==> src/rtl/i2s_rx_capture.sv <==
// I2S master receiver: generates sclk/ws from mclk and captures WIDTH-bit
// left/right samples into a held frame with valid/ready handoff and overrun flag.
module i2s_rx_capture #(
    parameter int WIDTH                = 16,
    parameter int MAIN_TO_SERIAL       = 24,
    parameter int SERIAL_TO_LEFT_RIGHT = 64
) (
    input  logic             mclk,
    input  logic             rst,
    input  logic             sd_rx,
    output logic             sclk,
    output logic             ws,
    output logic [WIDTH-1:0] rx_data_l,
    output logic [WIDTH-1:0] rx_data_r,
    output logic             rx_valid,
    input  logic             rx_ready,
    output logic             rx_overrun
);

    localparam int HALF_M = MAIN_TO_SERIAL / 2;
    localparam int HALF_S = SERIAL_TO_LEFT_RIGHT / 2;
    localparam int HW     = (HALF_M > 1) ? $clog2(HALF_M) : 1;
    localparam int FW     = (HALF_S > 1) ? $clog2(HALF_S) : 1;
    localparam int SW     = $clog2(HALF_S + 1);

    logic [HW-1:0]    hcnt;
    logic [FW-1:0]    fcnt;
    logic [SW-1:0]    slot;
    logic [1:0]       sync;
    logic             armed;
    logic             done;
    logic [WIDTH-1:0] sh_l;
    logic [WIDTH-1:0] sh_r;

    logic hc_wrap, sclk_rise, sclk_fall, ws_tgl, in_slot;

    always_comb begin
        hc_wrap   = (hcnt == HW'(HALF_M - 1));
        sclk_rise = hc_wrap & ~sclk;
        sclk_fall = hc_wrap & sclk;
        ws_tgl    = sclk_fall & (fcnt == FW'(HALF_S - 1));
        in_slot   = (slot >= SW'(1)) && (slot <= SW'(WIDTH));
    end

    always_ff @(posedge mclk) begin
        if (rst) begin
            hcnt       <= '0;
            fcnt       <= '0;
            slot       <= '0;
            sync       <= '0;
            sclk       <= 1'b0;
            ws         <= 1'b0;
            armed      <= 1'b0;
            done       <= 1'b0;
            sh_l       <= '0;
            sh_r       <= '0;
            rx_data_l  <= '0;
            rx_data_r  <= '0;
            rx_valid   <= 1'b0;
            rx_overrun <= 1'b0;
        end else begin
            hcnt <= hc_wrap ? '0 : hcnt + HW'(1);
            if (hc_wrap)
                sclk <= ~sclk;
            sync <= {sync[0], sd_rx};

            if (sclk_fall)
                fcnt <= (fcnt == FW'(HALF_S - 1)) ? '0 : fcnt + FW'(1);

            // Frames only count once a left half has started cleanly after reset.
            if (ws_tgl) begin
                ws   <= ~ws;
                slot <= '0;
                if (ws)
                    armed <= 1'b1;
            end else if (sclk_rise) begin
                slot <= slot + SW'(1);
            end

            if (sclk_rise && in_slot) begin
                if (ws)
                    sh_r <= {sh_r[WIDTH-2:0], sync[1]};
                else
                    sh_l <= {sh_l[WIDTH-2:0], sync[1]};
            end

            done <= sclk_rise & ws & armed & (slot == SW'(WIDTH));

            // A load always wins over an accept; overrun only when nobody took the old frame.
            rx_overrun <= done & rx_valid & ~rx_ready;
            if (done) begin
                rx_data_l <= sh_l;
                rx_data_r <= sh_r;
            end
            rx_valid <= done | (rx_valid & ~rx_ready);
        end
    end

endmodule
==> config.mk <==
export PLATFORM = sky130hd
export DESIGN_NAME = i2s_rx_capture
export DESIGN_NICKNAME = d
export VERILOG_FILES = /design/src/rtl/i2s_rx_capture.sv
export SDC_FILE = /design/constraint.sdc
export NUM_CORES = 1
export LEC_CHECK = 0
export BUFFER_PORTS_ARGS = -buffer_cell sky130_fd_sc_hd__buf_2
export CAP_MARGIN = 10
export CORE_ASPECT_RATIO = 0.6
export CORE_UTILIZATION = 55
export DETAILED_ROUTE_END_ITERATION = 10
export PLACE_DENSITY = 0.76
export SYNTH_ARGS = -nofsm -noshare
export SYNTH_HDL_FRONTEND = slang
export SYNTH_SLANG_ARGS = --single-unit
==> constraint.sdc <==
create_clock -name mclk -period 3.25 [get_ports mclk]
set_input_delay 0.65 -clock mclk [delete_from_list [all_inputs] [get_ports mclk]]
set_output_delay 0.65 -clock mclk [all_outputs]
set_load 0.02 [all_outputs]
==> results of run 1 <==
-- path summary, 6_finish.rpt --
path | from | to | slack, ns | depth (start not counted)
worst max-delay path | slot[1]$_SDFFE_PP0N_ | sh_r[8]$_SDFFE_PP0P_ | 0.97 | 6
worst max register to register | slot[1]$_SDFFE_PP0N_ | sh_r[8]$_SDFFE_PP0P_ | 0.97 | 6
worst min-delay path | armed$_SDFFE_PP0P_ | done$_SDFF_PP0_ | 0.44 | 2
worst min register to register | armed$_SDFFE_PP0P_ | done$_SDFF_PP0_ | 0.44 | 2
-- synth_stat cells (all sizes together) --
cell / n / share of area [%]
xnor2: 4 / 1.0
clkbuf: 10 / 1.1
buf: 9 / 2.5
xor2: 7 / 1.8
nor2: 51 / 5.7
nor4bb: 2 / 0.60
and3b: 2 / 0.56
a31oi: 1 / 0.19
nor2b: 3 / 0.78
mux2i: 67 / 20
nand3: 1 / 0.15
dfxtp: 87 / 52
ha: 7 / 2.6
nor3: 1 / 0.15
or3b: 1 / 0.26
nand4: 3 / 0.56
and3: 3 / 0.56
nor3b: 2 / 0.45
and4b: 1 / 0.34
a22oi: 1 / 0.37
nand2b: 34 / 6.3
inv: 3 / 0.34
nand2: 7 / 0.78
a21oi: 3 / 0.45
nor4: 2 / 0.37
-- cells by family after synthesis --
kind of cell / count (synthesis) / share of synthesized area, %
buf+inv: 22 / 3.99
compound gates: 5 / 1.01
simple gates: 113 / 17.6
mux: 67 / 20.0
flops: 87 / 51.9
xor+xnor: 11 / 2.87
fa+ha+maj: 7 / 2.61
-- through the flow --
step	hold slack, ns	setup WS (ns)	cell area (um^2)	instances	utilization (%)
finish	0.438	0.974	3780	432	66.0
floorplan	0.414	1.46	3350	312	-
global route	0.453	0.781	3780	432	66.0
CTS	0.434	0.972	3780	432	66.0
detailed placement	0.434	0.984	3560	416	62.1
global placement	0.417	1.09	3560	416	62.1
-- registers in the layout (all words and copies together), names as in the netlist, 2 cells and up --
name and cells:
fcnt 5, hcnt 4, rx_data_l 16, rx_data_r 16, sh_l 16, sh_r 16
slot 6, sync 2
-- critical path, stage by stage, from the launching register on --
cell,delay [ns]
dfxtp_1,0.33
inv_1,0.11
ha_1,0.15
or3b_1,0.38
a22oi_2,0.23
and3_1,0.71
mux2i_1,0.28
-- cell type report --
class                           instances  area (um^2)  share of cell area, %
Inverter                                3         11.3                  0.298
Multi-Input combinational cell        203         1480                   39.1
Tap cell                               80          100                   2.65
Clock buffer                           11          141                   3.74
Sequential cell                        87         1740                   46.1
Timing Repair Buffer                   43          225                   5.96
Clock inverter                          5         81.3                   2.15
-- per-layer routing --
metal / GRT usage [%] / vias up
met5: 0 / -
met4: 5.28 / 0
met3: 5.93 / 6
met2: 29.3 / 36
met1: 24.9 / 978
li1: - / 1107
-- power by group through the flow --
| stage | sequential [mW] | combinational, mW | clock, mW |
|---|---|---|---|
| after floorplan | 1.10 | 0.0252 | 0 |
| after global placement | 1.10 | 0.0324 | 0 |
| after detailed placement | 1.10 | 0.0331 | 0 |
| after CTS | 1.07 | 0.0333 | 0.828 |
| after global routing | 1.07 | 0.0371 | 0.874 |
| final | 1.07 | 0.0326 | 0.810 |
==> run summary, run 1 <==
wl on met1 = 2.78 mm
status = completed
crit end category = register
Mapped Cells = 312
vias in the first global route = 2104
net switching power = 0.377 mW
die width = 103 um
Die Span Y = 62.5 um
sw frac = 19.7%
CP Launch Type = register
Pleak = 1.47 nW
crit path time final = 2.28 ns
Seq pwr share = 56.0%
final period utilization = 70.0%
Mapped Area = 3350 um^2
Reg clk slew, reported paths = 0.08 ns
Setup violations, final = 0
layout cell share with drive strength beyond 1 = 17.9%
FP Rows = 21
Post CTS Setup Buffer Count = 0
Pins Over Slew Limit = 0
clock tree buffer depth = 2
Mean Syn Cell Area = 10.8 um^2
largest net degree at the start of global routing = 41
Worst Path Required = 3.50 ns
RSZ-0062 raised after global routing = no
gr usage total = 18.8%
DRC Markers = 0
MaxCap Viol Count = 0
total wire length = 5.35 mm
post-synth cell types = 31
die area = 6430 um^2
PwrDens = 506 nW/um^2
# diodes = 0
clk root buf = clkbuf_8
Hold Vio Cnt, Final = 0
initial DRC count = 67
core area = 5730 um^2
port bufs = 39
Crit Path Max Fanout = 14
Num Clock Sinks = 87
actual slew at the worst max-slew pin = 1.04 ns
vias per inst = 4.92
initial cell density of the core = 58.6%
post-synthesis sequential area ratio = 51.9%
Fmax = 439 MHz
Vias = 2127
TritonCTS Buffers = 9
syn nets = 323
gp weighted congestion = 0.769
latest clock arrival within the worst-skew pair = 0.33 ns
global-route wire length before repair = 9.53 mm
commonest non-fill, non-tap cell in the layout = dfxtp_1
Critical Path AT = 2.53 ns
power share of the combinational group = 1.7%
highest metal used = met4
Overall Power = 1.91 mW
WS Path Type = reg2reg
max_slew headroom = 30.7%
met2 WL post-DR = 2.30 mm
Routed met3 length = 226 um
YS warnings = 0
Nets = 358
hold buffer count at CTS = 0
most frequent cells in the layout = dfxtp_1 (86), mux2i_1 (67), nor2_1 (51), buf_2 (39), nand2b_1 (34)
DP Wirelength = 3.59 mm
TritonCTS clock tree = done
I/O pin total = 40
H-tree levels = 3
initial antenna violation count = 0
Pint = 1.54 mW
drt wl/cell = 12.4 um
Seq cells post-synth = 87
cts repair resizes = 0
Fin Setup TNS = 0 ns
peak supply drop = 0.267 mV
Clock power frac = 42.3%
# fillers = 499
worst hold path type = reg2reg
GR Overflow Total = 0
P&R area growth vs syn = 12.7%
drt pass-1 iters = 4
Clock Skew = 0.00895 ns
antenna viol nets, final = 0
Note: power is estimated with default switching activity, not from simulation.
==> run 2, diff against run 1 <==
Clock period 3.25 ns to 2.1 ns, I/O delays scaled along.
==> run summary, run 2 (synthesized netlist as in run 1, its figures left out) <==
Clock Skew = 0.00905 ns
Pleak = 1.46 nW
Cells after DPL = 418
DP Wirelength = 3.60 mm
TritonCTS clock tree = done
TritonCTS Buffers = 9
die width = 103 um
Seq pwr share = 61.2%
drt wl/cell = 12.5 um
peak supply drop = 0.375 mV
Reg clk slew, reported paths = 0.08 ns
MaxCap Viol Count = 0
clk root buf = clkbuf_8
fin cells = 433
power share of the combinational group = 1.9%
Worst Path Required = 2.38 ns
layout cell share with drive strength beyond 1 = 17.8%
gr usage total = 19.1%
initial cell density of the core = 58.6%
Setup violations, final = 0
Crit Path Max Fanout = 16
Util after Layout = 65.9%
initial DRC count = 74
gp weighted congestion = 0.803
actual slew at the worst max-slew pin = 0.463 ns
crit end category = register
max_slew headroom = 69.2%
hold buffer count at CTS = 0
CP Cell Sequence = ha_1 > nor4bb_1 > buf_4 > nor2b_4 > and3b_1 > buf_12 > mux2i_1
core area = 5730 um^2
GR Overflow Total = 0
worst setup margin = 0.158 ns
I/O pin total = 40
# diodes = 0
Critical Path AT = 2.22 ns
P&R area growth vs syn = 12.6%
Post-Place Setup Slack = 0.203 ns
Overall Power = 2.71 mW
RSZ-0062 raised after global routing = no
Post CTS Setup Buffer Count = 0
Hold WS = 0.238 ns
FP Rows = 21
Die Span Y = 62.5 um
net switching power = 0.580 mW
# fillers = 477
port bufs = 39
Num Clock Sinks = 87
Hold Vio Cnt, Final = 0
CP max stage delay = 0.37 ns
total wire length = 5.42 mm
worst hold path type = in2reg
antenna viol nets, final = 0
clock tree buffer depth = 2
Nets = 360
Pint = 2.13 mW
commonest non-fill, non-tap cell in the layout = dfxtp_1
initial antenna violation count = 0
slowest cell on the critical path = dfxtp_1
cts repair resizes = 0
status = completed
DRC Markers = 0
Vias = 2132
Clock power frac = 36.9%
sw frac = 21.4%
vias per inst = 4.92
cell area after layout = 3780 um^2
Fin Setup TNS = 0 ns
Fmax = 515 MHz
final period utilization = 92.5%
most frequent cells in the layout = dfxtp_1 (86), mux2i_1 (67), nor2_1 (51), buf_2 (39), nand2b_1 (34)
largest net degree at the start of global routing = 47
H-tree levels = 3
latest clock arrival within the worst-skew pair = 0.35 ns
PwrDens = 718 nW/um^2
global-route wire length before repair = 9.35 mm
die area = 6430 um^2
vias in the first global route = 1982
Pins Over Slew Limit = 0
WS Path Type = reg2reg
CP Launch Type = register
crit path time final = 1.94 ns
drt pass-1 iters = 4
DP Area = 3610 um^2
## run 2: power by group through the flow
stage,logic [mW],registers (mW),clock network (mW)
2_1_floorplan,0.0391,1.70,0
3_3_place_gp,0.0504,1.70,0
3_5_place_dp,0.0502,1.70,0
4_1_cts,0.0508,1.66,1.03
5_1_grt,0.0561,1.66,1.09
6_report,0.0505,1.66,1.00
## run 2: critical path, delay by kind of cell, from the launching register on
kind	cells	cell delay, ns
fa+ha+maj	1	0.24
buf+inv	2	0.39
flops	1	0.37
mux	1	0.22
simple gates	3	0.64
## run 2: final cells by class
class	instances	area [um^2]	share of cell area, %
Timing Repair Buffer	45	278	7.36
Inverter	3	11.3	0.298
Multi-Input combinational cell	203	1480	39.2
Sequential cell	87	1740	46.2
Tap cell	80	100	2.65
Clock buffer	12	145	3.84
Clock inverter	3	20.0	0.530
## run 2: layer usage
| metal | track usage [%] | part of all wire (%) | wire, um | up-vias |
|---|---|---|---|---|
| met1 | 26.5 | 54 | 2950 | 969 |
| li1 | - | - | - | 1114 |
| met4 | 5.81 | 0.81 | 44 | 0 |
| met3 | 8.39 | 5.5 | 299 | 6 |
| met5 | 0 | 0 | 0 | - |
| met2 | 26.5 | 39 | 2130 | 43 |
## run 2: path summary, 6_finish.rpt
path	start	end	slack, ns	cells past startpoint
worst max-delay path	hcnt[0]$_SDFF_PP0_	sh_l[14]$_SDFFE_PP0P_	0.16	7
worst min-delay path	rx_ready	rx_overrun$_SDFF_PP0_	0.24	2
worst max register to register	hcnt[0]$_SDFF_PP0_	sh_l[14]$_SDFFE_PP0P_	0.16	7
worst min register to register	sync[0]$_SDFF_PP0_	sync[1]$_SDFF_PP0_	0.45	1
==> run 3, diff against run 2 <==
Settings changed: CORE_UTILIZATION 55 to 51, PLACE_DENSITY 0.76 to 0.74.
Clock period 2.1 ns to 1.7 ns, I/O delays scaled along.
==> run summary, run 3 (synthesized netlist as in run 1, its figures left out) <==
status = complete, but fails checks
port bufs = 39
Pint = 2.97 mW
vias per inst = 4.87
Reg clk slew, reported paths = 0.08 ns
TritonCTS clock tree = done
final period utilization = 107%
Hold Vio Cnt, Final = 0
H-tree levels = 3
FP Rows = 22
global-route wire length before repair = 9.54 mm
Clock Skew = 0.00921 ns
power share of the combinational group = 2.1%
initial cell density of the core = 53.9%
Clock power frac = 42.6%
worst hold path type = in2reg
drt wl/cell = 12.8 um
max_slew headroom = 79.7%
Critical Path AT = 2.09 ns
vias in the first global route = 2076
antenna viol nets, final = 0
DRC Markers = 0
net switching power = 0.726 mW
peak supply drop = 0.462 mV
actual slew at the worst max-slew pin = 0.305 ns
total wire length = 5.75 mm
Overall Power = 3.70 mW
TritonCTS Buffers = 9
Fmax = 549 MHz
Num Clock Sinks = 87
Nets = 373
gr usage total = 17.9%
Crit Path Max Fanout = 7
failing checks = negative setup slack
GR Overflow Total = 0
gp weighted congestion = 0.820
crit end category = register
core area = 6220 um^2
# fillers = 523
die width = 107 um
commonest non-fill, non-tap cell in the layout = dfxtp_1
sw frac = 19.6%
Util after Layout = 63.9%
WS Path Type = reg2reg
Vias = 2186
DP Area = 3710 um^2
clock tree buffer depth = 2
# diodes = 0
Setup violations, final = 30
worst setup margin = -0.120 ns
CP Launch Type = register
Die Span Y = 64.8 um
cell area after layout = 3970 um^2
layout cell share with drive strength beyond 1 = 24.1%
largest net degree at the start of global routing = 44
die area = 6920 um^2
RSZ-0062 raised after global routing = yes
initial antenna violation count = 0
I/O pin total = 40
DP Wirelength = 3.84 mm
initial DRC count = 85
latest clock arrival within the worst-skew pair = 0.35 ns
MaxCap Viol Count = 0
Pins Over Slew Limit = 0
drt pass-1 iters = 4
PwrDens = 931 nW/um^2
P&R area growth vs syn = 18.4%
most frequent cells in the layout = dfxtp_1 (84), mux2i_1 (66), nor2_1 (51), buf_2 (39), nand2b_1 (33)
Seq pwr share = 55.4%
hold buffer count at CTS = 0
crit path time final = 1.82 ns
clk root buf = clkbuf_8
Worst Path Required = 1.97 ns
Pleak = 1.55 nW
-- run 3: final timing paths --
kind / slack (ns) / cells after the start / to / start
worst max register to register: -0.12 / 7 / sh_r[6]$_SDFFE_PP0P_ / slot[1]$_SDFFE_PP0N_
worst min-delay path: 0.17 / 2 / rx_overrun$_SDFF_PP0_ / rx_ready
worst max-delay path: -0.12 / 7 / sh_r[6]$_SDFFE_PP0P_ / slot[1]$_SDFFE_PP0N_
worst min register to register: 0.43 / 1 / hcnt[0]$_SDFF_PP0_ / hcnt[0]$_SDFF_PP0_
-- run 3: critical path, stage by stage, from the launching register on --
cell,delay (ns)
dfxtp_1,0.33
inv_2,0.06
ha_2,0.15
or3b_4,0.38
a22oi_2,0.21
and3_4,0.25
buf_12,0.14
mux2i_1,0.23
-- run 3: stage by stage --
step	hold WS (ns)	worst slack (ns)	std cells	setup TNS, ns
6_report	0.166	-0.120	449	-2.40
5_1_grt	0.164	-0.204	449	-4.66
4_1_cts	0.146	-0.108	447	-1.91
3_5_place_dp	0.416	-0.0817	433	-1.71
3_3_place_gp	0.412	0.00718	433	0
2_1_floorplan	0.402	-0.0316	312	-0.422
-- run 3: power groups by stage --
stage / Clock, mW / Sequential, mW / Combinational [mW]
after floorplan: 0 / 2.10 / 0.0486
after global placement: 0 / 2.10 / 0.0753
after detailed placement: 0 / 2.10 / 0.0762
after CTS: 1.62 / 2.05 / 0.0764
after global routing: 1.69 / 2.05 / 0.0850
final: 1.57 / 2.05 / 0.0762
-- run 3: area by class of cell --
class	count	area [um^2]	area share, %
timing repair buffer	58	393	9.89
inverter	3	11.3	0.283
multi-input combinational	203	1500	37.7
sequential	87	1750	43.9
clock buffer	11	151	3.81
clock inverter	3	67.6	1.70
tap	84	105	2.65
-- run 3: metal layers --
layer	up-vias	track usage (%)	wire length, um
met4	0	7.36	98
met5	-	0	0
met2	47	27.5	2390
li1	1131	-	-
met1	999	23.0	3010
met3	9	6.24	257
-- run 3: what timing repair did --
item | 4_1_cts | 5_1_grt
setup buffers | 0 | 1
resized for setup | 2 | 3
cloned | 0 | 1
endpoints found under the setup margin | 30 | 39
pin swaps | 0 | 1
